===== src/rtl/framer.sv =====
// Async-serial frame builder: start bit, 7/8 data bits LSB first,
// optional parity, 1/2 stop bits, idle-padded to 11 bits.
//
// Ports:
//   clk          rising-edge clock
//   rst          synchronous active-high reset
//   tx_en        0 forces the idle frame
//   din          data word, din[0] sent first
//   parity_bit   external parity bit, inserted verbatim
//   data_length  0: 7 data bits, 1: 8 data bits
//   parity_type  00 none, 01 odd, 10 even, 11 none
//   stop_bits    0: one stop bit, 1: two stop bits
//   frame        registered frame, frame[0] first on the line
//   frame_bits   registered count of meaningful bits (0 when idle)
//   parity_err   registered parity_bit vs computed parity mismatch
module framer (
    input  logic        clk,
    input  logic        rst,
    input  logic        tx_en,
    input  logic [7:0]  din,
    input  logic        parity_bit,
    input  logic        data_length,
    input  logic [1:0]  parity_type,
    input  logic        stop_bits,
    output logic [10:0] frame,
    output logic [3:0]  frame_bits,
    output logic        parity_err
);

    localparam logic [10:0] IDLE = 11'h7FF;

    logic        par_en;
    logic        data_xor;
    logic        par_calc;
    logic [3:0]  par_pos;
    logic [3:0]  bits_raw;
    logic [11:0] full;
    logic [10:0] frame_d;
    logic [3:0]  bits_d;
    logic        err_d;

    assign par_en = (parity_type == 2'b01) || (parity_type == 2'b10);

    // XOR of the selected data bits; bit 7 only counts in 8-bit mode.
    assign data_xor = (^din[6:0]) ^ (data_length & din[7]);

    // Odd parity sets the bit when the data holds an even count of ones.
    assign par_calc = (parity_type == 2'b01) ? ~data_xor : data_xor;

    // Parity sits right after the last data bit.
    assign par_pos = data_length ? 4'd9 : 4'd8;

    assign bits_raw = 4'd1
                    + (data_length ? 4'd8 : 4'd7)
                    + {3'b000, par_en}
                    + (stop_bits ? 4'd2 : 4'd1);

    // Build a 12-bit line image pre-filled with ones so stop bits and
    // idle padding come for free; bit 11 is the truncated second stop.
    always_comb begin
        full    = '1;
        full[0] = 1'b0;
        for (int i = 0; i < 8; i++) begin
            if (i < 7 || data_length) begin
                full[i+1] = din[i];
            end
        end
        if (par_en) begin
            full[par_pos] = parity_bit;
        end
    end

    always_comb begin
        frame_d = full[10:0];
        bits_d  = (bits_raw > 4'd11) ? 4'd11 : bits_raw;
        err_d   = par_en && (parity_bit != par_calc);
        if (!tx_en) begin
            frame_d = IDLE;
            bits_d  = 4'd0;
            err_d   = 1'b0;
        end
    end

    always_ff @(posedge clk) begin
        if (rst) begin
            frame      <= IDLE;
            frame_bits <= 4'd0;
            parity_err <= 1'b0;
        end else begin
            frame      <= frame_d;
            frame_bits <= bits_d;
            parity_err <= err_d;
        end
    end

endmodule


===== config.mk =====
export PLATFORM = sky130hd
export DESIGN_NAME = framer
export DESIGN_NICKNAME = d
export VERILOG_FILES = /design/src/rtl/framer.sv
export SDC_FILE = /design/constraint.sdc
export NUM_CORES = 1
export LEC_CHECK = 0
export BUFFER_PORTS_ARGS = -buffer_cell sky130_fd_sc_hd__buf_4
export CORE_UTILIZATION = 42
export CTS_BUF_LIST = sky130_fd_sc_hd__clkbuf_8
export DETAILED_ROUTE_END_ITERATION = 10
export PLACE_DENSITY = 0.77
export RECOVER_POWER = 25
export SYNTH_ARGS = -nofsm -noshare
export SYNTH_HDL_FRONTEND = slang
export SYNTH_SLANG_ARGS = --single-unit

===== constraint.sdc =====
create_clock -name clk -period 1.8 [get_ports clk]
set_input_delay 0.27 -clock clk [delete_from_list [all_inputs] [get_ports clk]]
set_output_delay 0.27 -clock clk [all_outputs]
set_load 0.005 [all_outputs]

==> reports/qor.csv, run 1 <==
stage,metric,value,unit
clocking,clkSinkCount,15,
run,maxCapViolCount,0,
critical_path,cp_max_fo,3,
final_layout,stdcell_area,0.00106,sq mm
detailed_routing,detail-route-antenna-nets,0,
pwr,combPwrFrac,26.1,%
final_layout,nets,128,
grt,grt-busiest-layer,met2,
detailed_routing,drt-vias-per-instance,4.51,
final_layout,finalCoreUtilization,71.0,%
final_layout,layout-drive-gt1-share,48.1,%
clocking,clock_path_buffers,2,
critical_path,worstSetupEndpointType,register,
floorplan,rows,14,
final_layout,finalNonFillerCells,120,
floorplan,ioPinCount,32,
pwr,power.leakage,0.500,nW
yosys,yosysSeqAreaShare,44.9,%
floorplan,dieHeight,41.9,microns
yosys,synthCells,62,
sta,min_period,1.70,ns
yosys,synthDistinctLibCells,21,
run_status,outcome,"finished, final reports clean",
final_layout,antenna_cells,0,
placement,dp_hpwl,1060,microns
yosys,syn_nets,85,
grt,grt_overflow,0,
floorplan,die-area,0.00175,sq mm
yosys,ys_top_cells_by_area,"dfxtp_1, ha_1, xnor2_1",
placement,dp.cells,116,
clocking,clk_pin_slew,0.05,ns
grt,grt.total_usage,16.0,%
sta,fmax,589,MHz
sta,finalCritPeriodShare,94.3,%
critical_path,cp-start-kind,primary input,
pwr,p_switching,188,uW
pwr,p_int,633,uW
min_path,hp-start,din[2],
detailed_routing,wirelength,1280,microns
grt,grt_pass1_wl,2130,microns
floorplan,core,0.00149,sq mm
detailed_routing,routedWlPerCell,10.7,microns
final_layout,layout_commonest_cell,buf_4,
clocking,cts_max_level,1,
floorplan,start_util,44.9,%
sta,slew_viol_final,0,
min_path,hold_path_class,in2reg,
clocking,cts_inserted_buffers,3,
grt,met3_usage,5.22,%
critical_path,startpoint,parity_type[1],
final_layout,syn2layout_area_growth,58.2,%
pwr,clock_power_share,30.7,%
yosys,synth_top_area_share,44.9,%
sta,final-setup-viol-count,0,
critical_path,worstSetupPathType,in2reg,
placement,placed_area,998,sq um
grt,antenna_found_initial,0,
floorplan,die_width,41.9,microns
grt,grt_max_degree,11,
clocking,post_cts_buffers,0,
yosys,synth-seq-cells,15,
sta,hold_viol,0,
pwr,pwr-share-seq,43.2,%
pwr,p_per_area,776,mW/mm^2
yosys,netlist_area,668,sq um
yosys,avgSynthCellArea,10.8,sq um
yosys,yosys_warnings,0,
yosys,synth_top_cell_by_area,dfxtp_1,
sta,rsz0062_at_grt,false,
critical_path,required,1.93,ns
grt,grtUsageMet1,16.3,%
placement,portBuffers,30,
sta,timing.hold.ws,0.233,ns
detailed_routing,remaining_drc_errors,0,
pwr,finalPower,821,uW
placement,gp_congestion,0.765,
grt,grt_pass1_vias,536,
pwr,p_sw_share,22.9,%
clocking,root_buffer,clkbuf_8,
detailed_routing,num_vias,541,
critical_path,arrival,1.83,ns
pwr,peakVddDrop,0.000388,V
grt,met2_usage,29.7,%
clocking,cts_tree,done,
final_layout,final_cell_mix,"buf_4, dfxtp_1, nand2b_1",
detailed_routing,dr.first_iter.drc_count,6,
detailed_routing,drt_first_pass_iters,2,
per-stage QoR:
step / setup TNS, ns / worst slack (ns)
CTS: 0 / 0.0507
detailed placement: -0.544 / -0.204
floorplan: 0 / 0.00337
finish: 0 / 0.103
global placement: -0.290 / -0.124
global route: 0 / 0.0284
critical path, cell delays in order:
cell and delay (ns):
buf_4 0.11, inv_1 0.07, ha_4 0.21, xnor2_1 0.13, ha_2 0.20, fa_2 0.40
xnor2_2 0.19, nor2_1 0.08, o21a_1 0.17
flip-flops by register name, summed over array words and instances, names as in the netlist:
name	cells
frame	10
frame_bits	4
parity_err	1
timing repair:
item,in CTS,in global routing
endpoints found under the setup margin,0,2
resized for setup,0,3
hold buffers,0,0
final cells by class:
cell class	count	area (sq um)
clock inverter	1	3.75
fill	118	432
inverter	5	18.8
tap	16	20.0
multi-input combinational	40	377
sequential	15	300
clock buffer	3	41.3
timing repair buffer	40	297
metal layers:
layer  vias to the layer above  routed length (microns)  part of all wire, %
li1                        275                        -                    -
met1                       247                      473                   37
met2                        17                      711                   56
met3                         2                       86                  6.7
met4                         0                        9                 0.70
met5                         -                        0                    0
worst paths after layout:
check | to | slack (ns) | cells after the start
max | frame_bits[0]$_SDFF_PP0_ | 0.10 | 9
min | frame[3]$_SDFF_PP1_ | 0.23 | 2
power by group through the flow:
stage	sequential (mW)	combinational, mW	clock, mW
after CTS	0.355	0.207	0.259
after detailed placement	0.362	0.206	0
final	0.355	0.214	0.252
after global routing	0.357	0.235	0.274
after global placement	0.362	0.202	0
after floorplan	0.365	0.109	0
cell usage after synthesis:
library cell,n
conb_1,1
nor2b_1,1
or4_2,1
nor3_2,1
nor3_1,1
nand2_1,2
nor2_1,3
xor2_1,2
clkbuf_1,1
inv_1,5
fa_1,1
nand2b_1,7
buf_4,1
dfxtp_1,15
ha_1,6
o21ai_0,1
xnor3_1,1
a311oi_1,1
nor3b_1,1
o21a_1,2
xnor2_1,8
cell families (layout without fill, tap and decap cells):
kind of cell	Yosys count	after routing	share of synthesized area, %
flip-flops	15	15	44.9
AO/OA/AOI/OAI	4	4	4.31
other	1	1	0.561
AND/OR/NAND/NOR	17	17	15.0
XOR/XNOR	11	11	16.5
buffers and inverters	7	49	4.49
adder cells (fa/ha/maj)	7	7	14.2
(Power assumes the default switching activity.)
==> run 2, diff against run 1 <==
- CORE_UTILIZATION: 42 -> 50
- PLACE_DENSITY: 0.77 -> 0.85
- clock period: 1.8 -> 2.06 ns (I/O delays scaled with it)
==> reports/qor.csv, run 2 (synthesized netlist as in run 1, its figures left out) <==
stage,metric,value,unit
sta,fmax,504,MHz
final_layout,layout-drive-gt1-share,38.8,%
final_layout,nets,122,
sta,hold_viol,0,
sta,final-setup-viol-count,0,
sta,min_period,1.98,ns
critical_path,cp-start-kind,primary input,
grt,grt_max_degree,11,
sta,finalSetupTns,0,ns
grt,grt_overflow,0,
grt,antenna_found_initial,0,
placement,dp_hpwl,1070,microns
clocking,clock_path_buffers,2,
floorplan,rows,12,
clocking,cts_inserted_buffers,3,
final_layout,top_register,frame,
detailed_routing,num_vias,530,
detailed_routing,drt-vias-per-instance,4.73,
detailed_routing,drt_first_pass_iters,4,
critical_path,worstSetupPathType,in2reg,
floorplan,dieHeight,38.6,microns
floorplan,start_util,57.1,%
final_layout,final_cell_mix,"buf_4, dfxtp_1, xnor2_1",
run,maxCapViolCount,0,
grt,grt_pass1_vias,530,
critical_path,startpoint,parity_type[0],
min_path,hold_path_class,in2reg,
floorplan,die-area,0.00149,sq mm
final_layout,seqCellArea,300,sq um
sta,finalCritPeriodShare,96.2,%
pwr,p_per_area,729,mW/mm^2
final_layout,syn2layout_area_growth,45.3,%
floorplan,die_width,38.6,microns
placement,dp.cells,108,
placement,portBuffers,30,
detailed_routing,routedWlPerCell,12.7,microns
final_layout,antenna_cells,0,
floorplan,ioPinCount,32,
clocking,post_cts_buffers,0,
min_path,hp-start,din[0],
clocking,cts_max_level,1,
detailed_routing,wirelength,1420,microns
sta,rsz0062_at_grt,false,
placement,gp_congestion,0.792,
clocking,root_buffer,clkbuf_8,
final_layout,finalCoreUtilization,82.9,%
min_path,min_path_cells,2,
detailed_routing,dr.first_iter.drc_count,4,
detailed_routing,detail-route-antenna-nets,0,
clocking,cts_tree,done,
final_layout,largestRegisters,"frame: 10 flops, frame_bits: 4 flops, parity_err: 1 flops",
final_layout,layout_commonest_cell,buf_4,
critical_path,arrival,2.12,ns
clocking,clk_pin_slew,0.06,ns
grt,grt_pass1_wl,2260,microns
final_layout,finalNonFillerCells,112,
floorplan,core,0.00117,sq mm
clocking,cts_resized,0,
sta,slew_viol_final,0,
run_status,outcome,"finished, final reports clean",
critical_path,worstSetupEndpointType,register,
clocking,clkSinkCount,15,
pwr,power.leakage,0.461,nW
clocking,holdBufCountCts,0,
grt,grt.total_usage,25.1,%
detailed_routing,remaining_drc_errors,0,
placement,placed_area,930,sq um
pwr,peakVddDrop,0.000628,V
final_layout,fillers,85,
critical_path,cp_max_fo,4,
critical_path,required,2.19,ns
final_layout,largest_reg_flops,10,
final_layout,stdcell_area,971,sq um
final_layout,multi_input_area,338,sq um
min_path,holdPathEnd,frame[1]$_SDFF_PP1_,
## run 2: changes by cell type in the layout (fill, tap and decap cells not counted), sizes merged
| cell | previous run | this run |
|---|---|---|
| buf | 38 | 32 |
## run 2: report_power, final
part	total (mW)	switching (mW)	internal (mW)
Clock	0.232	0.0995	0.132
Sequential	0.311	0.00460	0.306
Combinational	0.165	0.0689	0.0961
Total	0.708	0.173	0.535
## run 2: area by class of cell
type / count / area share (%)
clock buffer: 3 / 4.25
clock inverter: 1 / 0.387
tap: 14 / 1.80
inverter: 5 / 1.93
multi-input combinational: 40 / 34.8
sequential: 15 / 30.9
timing repair buffer: 34 / 25.9
## run 2: layer usage
metal	vias up	track usage, %	routed length (microns)
li1	265	-	-
met1	240	21.7	512
met2	20	45.8	769
met3	5	11.0	103
met4	0	15.5	35
met5	-	0	0
## run 2: per-stage QoR
stage          power (mW)  hold slack, ns  setup WS, ns
2_1_floorplan       0.407           0.410        0.0901
3_3_place_gp        0.474           0.509       -0.0329
3_5_place_dp        0.481           0.514        -0.103
4_1_cts             0.718           0.250        0.0828
5_1_grt             0.746           0.256        0.0120
6_report            0.708           0.251        0.0777
## run 2: critical path, cell delays in order
cell,delay (ns)
buf_4,0.11
ha_1,0.33
xnor2_1,0.15
ha_1,0.22
fa_1,0.44
xnor2_1,0.24
nor2_1,0.11
o21a_1,0.20
## run 2: worst max-delay path by stage
stage                                     endpoint
after floorplan           frame_bits[1]$_SDFF_PP0_
after global placement    frame_bits[0]$_SDFF_PP0_
after detailed placement  frame_bits[1]$_SDFF_PP0_
after CTS                 frame_bits[1]$_SDFF_PP0_
after global routing      frame_bits[1]$_SDFF_PP0_
final                     frame_bits[1]$_SDFF_PP0_
